**src/rtl/load_bram_pkg.sv**
```systemverilog
// rtl/load_bram_pkg.sv - shared FSM state, byte-lane and burst-size helpers for the BRAM burst loader
package load_bram_pkg;

    typedef enum logic [2:0] {
        IDLE,
        WAIT,
        READ,
        DRAIN,
        DONE
    } state_t;

    function automatic int unsigned byte_lanes(input int unsigned data_w);
        return data_w / 8;
    endfunction

    function automatic int unsigned min_u(input int unsigned a, input int unsigned b);
        return (a < b) ? a : b;
    endfunction

endpackage

```
**src/rtl/load_bram_burst.sv**
```systemverilog
// rtl/load_bram_burst.sv - drains a non-FWFT pixel FIFO in bursts into consecutive BRAM words
module load_bram_burst
    import load_bram_pkg::*;
#(
    parameter int DATA_W    = 32,
    parameter int ADDR_W    = 32,
    parameter int COUNT_W   = 11,
    parameter int LEN_W     = 20,
    parameter int BURST_LEN = 16
) (
    input  logic                  clk,
    input  logic                  rst,
    input  logic                  start,
    input  logic [ADDR_W-1:0]     base_addr,
    input  logic [LEN_W-1:0]      num_words,
    input  logic                  loop_mode,
    input  logic                  abort,
    output logic                  ren_fifo,
    input  logic [DATA_W-1:0]     din_fifo,
    input  logic                  empty_fifo,
    input  logic [COUNT_W-1:0]    rd_data_count_fifo,
    output logic                  en_bram,
    output logic [DATA_W/8-1:0]   we_bram,
    output logic [ADDR_W-1:0]     addr_bram,
    output logic [DATA_W-1:0]     din_bram,
    output logic                  busy,
    output logic                  done
);

    localparam int unsigned       LANES     = byte_lanes(DATA_W);
    localparam logic [ADDR_W-1:0] ADDR_STEP = ADDR_W'(LANES);

    state_t               state;
    state_t               state_nx;
    logic [ADDR_W-1:0]    base_q;
    logic [ADDR_W-1:0]    addr_q;
    logic [LEN_W-1:0]     num_q;
    logic [LEN_W-1:0]     remaining;
    logic                 loop_q;
    logic [COUNT_W-1:0]   burst_cnt;
    logic [COUNT_W-1:0]   burst_b;
    logic                 rd_valid;
    logic                 start_ok;
    logic                 burst_ready;
    logic                 last_read;

    // The final burst of a frame may be shorter than BURST_LEN.
    always_comb begin
        burst_b     = COUNT_W'(min_u(BURST_LEN, 32'(remaining)));
        burst_ready = (rd_data_count_fifo >= burst_b);
        start_ok    = (state == IDLE) && start && !abort;
        last_read   = ren_fifo && (burst_cnt == COUNT_W'(1));
    end

    always_ff @(posedge clk) begin
        if (rst) begin
            state <= IDLE;
        end else begin
            state <= state_nx;
        end
    end

    always_comb begin
        state_nx = state;
        case (state)
            IDLE: begin
                if (start_ok) begin
                    state_nx = (num_words == '0) ? DONE : WAIT;
                end
            end
            WAIT: begin
                if (abort) begin
                    state_nx = IDLE;
                end else if (burst_ready) begin
                    state_nx = READ;
                end
            end
            READ: begin
                if (abort) begin
                    state_nx = IDLE;
                end else if (last_read) begin
                    state_nx = (remaining != LEN_W'(1)) ? WAIT : DRAIN;
                end
            end
            DRAIN: begin
                state_nx = abort ? IDLE : DONE;
            end
            DONE: begin
                if (abort) begin
                    state_nx = IDLE;
                end else if (loop_q && (num_q != '0)) begin
                    state_nx = WAIT;
                end else begin
                    state_nx = IDLE;
                end
            end
            default: state_nx = IDLE;
        endcase
    end

    // Abort masks the read combinationally so nothing new leaves the FIFO that cycle.
    always_comb begin
        ren_fifo = 1'b0;
        if ((state == READ) && (burst_cnt != '0) && !empty_fifo && !abort) begin
            ren_fifo = 1'b1;
        end
    end

    always_ff @(posedge clk) begin
        if (rst) begin
            base_q    <= '0;
            num_q     <= '0;
            loop_q    <= 1'b0;
            addr_q    <= '0;
            remaining <= '0;
            burst_cnt <= '0;
            rd_valid  <= 1'b0;
            en_bram   <= 1'b0;
            we_bram   <= '0;
            addr_bram <= '0;
            din_bram  <= '0;
            busy      <= 1'b0;
            done      <= 1'b0;
        end else begin
            rd_valid <= ren_fifo;
            busy     <= (state != IDLE);
            done     <= (state == DONE) && !abort;
            en_bram  <= rd_valid;
            we_bram  <= {(DATA_W/8){rd_valid}};
            if (rd_valid) begin
                addr_bram <= addr_q;
                din_bram  <= din_fifo;
                addr_q    <= addr_q + ADDR_STEP;
            end
            if ((state == WAIT) && burst_ready) begin
                burst_cnt <= burst_b;
            end
            if (ren_fifo) begin
                burst_cnt <= burst_cnt - COUNT_W'(1);
                remaining <= remaining - LEN_W'(1);
            end
            if (start_ok) begin
                base_q    <= base_addr;
                num_q     <= num_words;
                loop_q    <= loop_mode;
                addr_q    <= base_addr;
                remaining <= num_words;
            end
            if ((state == DONE) && !abort && loop_q) begin
                addr_q    <= base_q;
                remaining <= num_q;
            end
        end
    end

endmodule

```
**config.mk**
```make
export PLATFORM = sky130hd
export DESIGN_NAME = load_bram_burst
export DESIGN_NICKNAME = d
export VERILOG_FILES = /design/src/rtl/load_bram_pkg.sv /design/src/rtl/load_bram_burst.sv
export SDC_FILE = /design/constraint.sdc
export NUM_CORES = 1
export LEC_CHECK = 0
export CORE_MARGIN = 2
export CORE_UTILIZATION = 35
export CTS_CLUSTER_DIAMETER = 150
export DETAILED_ROUTE_END_ITERATION = 7
export DONT_BUFFER_PORTS = 1
export GPL_ROUTABILITY_DRIVEN = 1
export PLACE_DENSITY = 0.52
export SETUP_SLACK_MARGIN = 0.15
export SKIP_LAST_GASP = 1
export SLEW_MARGIN = 15
export SYNTH_ARGS = -nofsm -noshare
export SYNTH_HDL_FRONTEND = slang
export SYNTH_SLANG_ARGS = --single-unit
export TNS_END_PERCENT = 100
```
**constraint.sdc**
```tcl
create_clock -name clk -period 6.5 [get_ports clk]
set_clock_uncertainty 0.05 [all_clocks]
set_input_delay 0.975 -clock clk [delete_from_list [all_inputs] [get_ports clk]]
set_output_delay 0.975 -clock clk [all_outputs]
set_load 0.01 [all_outputs]
```
* Yosys cells after proc, flatten, opt, wreduce, memory -nomap -nowiden
Cells that the tools add are included.
** Cells by class
- Equal/unequal tests :: 9
- Multiplexer cells :: 21
- Order comparisons :: 2
- Reductions and logical operators :: 21
- Add/subtract/negate cells :: 3
** Operators with widths (count)
- $mux 32 :: 3
- $mux 20 :: 3
- $mux 11 :: 3
- $add 32x3->32 const B :: 1
- $mux 3 :: 7
- $logic_not 20->1 :: 1
- $lt 5x20->1 const A :: 1
- $ne 20x1->1 const B :: 1
- $reduce_bool 20->1 :: 1
- $sub 20x1->20 const B :: 1
- $pmux 3 s5 :: 1
- $eq 11x1->1 const B :: 1
- $ge 11x11->1 :: 1
- $reduce_bool 11->1 :: 1
- $sub 11x1->11 const B :: 1
- $logic_and 1x1->1 :: 10
- $reduce_bool 3->1 :: 3
- $eq 3x2->1 const B :: 2
- $ne 3x3->1 const B :: 2
- $eq 3x1->1 const B :: 1
- $eq 3x3->1 const B :: 1
- $logic_not 3->1 :: 1
- $mux 1 :: 3
- $reduce_and 3->1 :: 1
- other kinds (4) :: 5
** Word-level totals
- Word-level logic and storage cells :: 70
- Flip-flop bits (word level) :: 188
- Output and inout bits :: 72
- Input bits :: 101

* Depth between registers and ports, before layout
- Word-level depth :: 9
- Mapped depth :: 14
- Gate-level depth less buffers :: 12

* Least setup slack after synthesis
OpenSTA, ideal clock, no wires.
- Path type :: reg-to-reg
- Start :: register remaining[10]
- End :: register burst_cnt[7]
- Data arrival time :: 3065 ps
- Cell stages (with the launch flop) :: 15
- Buffers on the path :: 2
- Setup time :: 115 ps
- Period minus slack after synthesis :: 3230 ps
- Path slack :: 3270 ps
- Cell sequence :: dfxtp_1 -> clkbuf_1 -> nor4_1 -> nand3_1 -> nor4_1 -> nor2b_1 -> buf_2 -> nand2_1 -> ha_1 -> and4_1 -> o21ai_0 -> o2111a_1 -> o21ai_0 -> a21boi_0 -> o21a_1
** Between the ends
- Word-level cells in the longest chain between the ends :: 5
- Elaborated cells on any way between the ends :: 7
- Classes of those cells :: order compare: 2; mux: 3; reduce/logical: 2
** RTL lines
- start, declared :: line load_bram_burst.sv:38 : logic [LEN_W-1:0] remaining;
- start signal, assigned :: line load_bram_burst.sv:140 : remaining <= remaining - LEN_W'(1);
- start signal, assigned :: line load_bram_burst.sv:147 : remaining <= num_words;
- start signal, assigned :: line load_bram_burst.sv:151 : remaining <= num_q;
- $lt 5x20->1 :: line load_bram_pkg.sv:17 : return (a < b) ? a : b;
- $mux 11 (*) :: line load_bram_pkg.sv:17
- $ge 11x11->1 :: line load_bram_burst.sv:50 : burst_ready = (rd_data_count_fifo >= burst_b);
- $logic_and 1x1->1 :: line load_bram_burst.sv:135 : if ((state == WAIT) && burst_ready) begin
- $reduce_bool 2->1 (no line)
- end signal, assigned :: line load_bram_burst.sv:136 : burst_cnt <= burst_b;
- end signal, assigned :: line load_bram_burst.sv:139 : burst_cnt <= burst_cnt - COUNT_W'(1);
- end, declared :: line load_bram_burst.sv:40 : logic [COUNT_W-1:0] burst_cnt;
Mark *: on every way between the ends. The rest lies on a longest branch, timed or not. The select of a mux whose other input is x is not followed.
A chain may end at the register's enable or synchronous reset.

* Worst setup path in the final report
Ends and elaborated chain as after synthesis.

==> metrics.csv <==
metric,value,unit
core-area,24390,um2
ctsHoldBuffers,0,
tightest_slew,995.6,ps
cts_buffer_depth,2,
synthToLayoutAreaGrowth,9.518,%
grt_pass1_vias,7315,
syn_avg_cell_area,8.161,um2
post-cts-setup-buffers,0,
max_freq,245.7,MHz
critPathMaxFanout,9,
ant_nets,0,
detail_route.iter0.violations,451,
syn-cell-area,8716,um2
critPathLaunchType,flip-flop,
slew_headroom,0.3346,
setup_violations,0,
dpl.hpwl,16.58,mm
ys_top_cells_by_area,"dfxtp_1, nand2_1, mux2i_1, a21oi_1, nor2_1",
cts_buffers,17,
synth_cell_type_count,67,
p_seq_frac,0.415,
r2r_end,burst_cnt[7],
status,"finished, final reports clean",
die_x,161.8,um
hp-start,base_q[0],
r2r_setup_slack,2430,ps
path_class,reg2reg,
vias,7599,
max-vdd-ir-drop,0.1520,mV
initial_core_util,0.3573,
io_buffers,0,
finalWirelength,25.19,mm
antenna_found_initial,1,
yosys_warnings,0,
p_leak,3.280,nW
die_y,161.8,um
multiInputGateArea,4652,um2
vias_per_cell,5.579,
p_switching,1.153,mW
synthFlopType,dfxtp_1,
die_area,26180,um2
grtUsageTotal,0.1930,
netlist_instances,1068,
reg2reg_from,remaining[10],
yosysTopAreaCell,dfxtp_1,
ys_seq_elements,187,
fin_util,0.3914,
filler_cell_count,2555,
rsz0062_at_grt,no,
firstDrtPassIters,6,
grt_max_degree,176,
p_sw_frac,0.3543,
regArea,3747,um2
p_clk_frac,0.348,
crit_path_end_kind,flip-flop,
h-tree-depth,4,
wl_per_cell,18.49,um
yosysSeqAreaShare,0.4295,
diodes,0,
min_path_cells,2,
internal_power,2.102,mW
hold_path_end,base_q[0],
comb_power_share,0.238,
clk_pin_slew,70,ps
placement_rows,57,
remaining_drc_errors,0,
ys_async_sr_fraction,0,
r2r_cells,12,
cts-root-buf,clkbuf_16,
cts_tree,done,
cts_sinks,187,
arrival,4350,ps
ios,173,
holdCritPathClass,reg2reg,
grt_pass1_wl,40.37,mm
period_needed,4069,ps
synth_edf_count,0,
drive_above_1_share,0.05877,
setup-tns-final,0,ps
ctsResizeCount,0,
power_density,341.0,nW/um2
drv_cap,0,
final_max_slew_viol_count,0,
grt_overflow,0,
finalCritPeriodShare,0.6260,
hold_violations,0,
cp.required,6780,ps
gp_congestion,0.7711,
synth_top_area_frac,0.4295,
worstSkewPairLatency,450,ps
nNetsFinal,1143,
==> metrics by stage <==
stage	cells	instance area (um2)	total power, mW	setup slack [ps]	hold WS [ps]
after global routing	1362	9545	3.460	2021	420.3
final	1362	9545	3.255	2431	399.6
after global placement	1330	8902	2.143	2660	386.9
after CTS	1362	9545	3.293	2485	403.1
after detailed placement	1330	8902	2.147	2490	391.2
after floorplan	1073	8735	1.983	3270	386.0
==> kinds of logic after synthesis <==
logic type               Yosys count  share of synthesized area
AND/OR/NAND/NOR                  447                     0.2307
AO/OA/AOI/OAI                    257                     0.1918
flip-flops                       187                     0.4295
buffers and inverters             86                    0.04063
multiplexers                      64                    0.07350
adder cells (fa/ha/maj)           17                    0.02440
XOR/XNOR                           9                   0.009043
other                              1                  0.0004303
==> synth_stat cells, types with 3 or more instances <==
cell and n:
nor2_1 121, buf_1 7, clkbuf_1 55, nand3_1 27
ha_1 17, a22oi_1 9, a31oi_1 26, a21o_1 5
o221ai_1 3, or4_1 5, and4_1 4, o211ai_1 8
or2_2 4, xor2_1 5, a221oi_1 6, mux2i_1 64
nand2b_1 3, buf_4 4, xnor2_1 4, o21ai_0 30
nand2_1 188, a222oi_1 4, buf_2 7, and3_1 14
o21a_1 7, a311oi_1 8, inv_1 12, a21oi_1 94
o22ai_1 3, a211oi_1 21, dfxtp_1 187, nor4_1 24
a41oi_1 3, o31ai_1 4, nand4_1 8, nor3_1 32
a221o_1 3
==> power by group through the flow <==
stage	Combinational (mW)	Sequential, mW	Clock (mW)
final	0.774	1.35	1.13
after global routing	0.883	1.37	1.21
after CTS	0.776	1.35	1.17
after detailed placement	0.773	1.37	0
after global placement	0.769	1.37	0
after floorplan	0.652	1.33	0
==> layout by cell type, fill, tap and decap left out, types with 21 or more instances in the layout <==
cell type | Yosys | routed
nand3_1 | 27 | 26
nor2_1 | 121 | 120
a31oi_1 | 26 | 26
nand2_1 | 188 | 188
a211oi_1 | 21 | 21
nor3_1 | 32 | 31
mux2i_1 | 64 | 64
o21ai_0 | 30 | 30
a21oi_1 | 94 | 94
nor4_1 | 24 | 24
dfxtp_1 | 187 | 186
==> layer usage <==
metal	global-route usage	vias up	routed length, um
met3	0.05490	28	1812
met4	0.05511	0	324
li1	-	3752	-
met5	0	-	0
met2	0.3157	249	11760
met1	0.2488	3570	11290
==> flip-flops by register name, summed over array words and instances (netlist names), 3 cells and up <==
register / count
addr_bram: 32
addr_q: 32
base_q: 32
din_bram: 32
num_q: 20
remaining: 20
burst_cnt: 11
state: 3
==> final cells by class <==
| type | instances | area share |
|---|---|---|
| multi-input combinational | 800 | 0.4874 |
| sequential | 187 | 0.3926 |
| clock buffer | 17 | 0.04457 |
| tap | 324 | 0.04247 |
| clock inverter | 15 | 0.02281 |
| timing repair buffer | 7 | 0.005505 |
| inverter | 12 | 0.004719 |
==> worst max-delay path by stage <==
stage,slack (ps),start,cells after the start,endpoint
detailed placement,2490,remaining[10],12,burst_cnt[7]
CTS,2480,remaining[10],12,burst_cnt[7]
global placement,2660,remaining[5],11,burst_cnt[7]
global route,2020,remaining[10],12,burst_cnt[7]
floorplan,3270,remaining[10],14,burst_cnt[7]
finish,2430,remaining[10],12,burst_cnt[7]
==> worst max-delay path, cell delays in order (launching register included) <==
cell and delay (ps):
dfxtp_1 400, nor4_1 480, nand3_1 210, nor4_1 390, nor2b_1 540, nand2_1 150, ha_1 290, and4_1 170
o21ai_0 100, o2111a_1 280, o21ai_0 510, a21boi_0 170, o21a_1 210
Note: power is estimated with default switching activity, not from simulation.
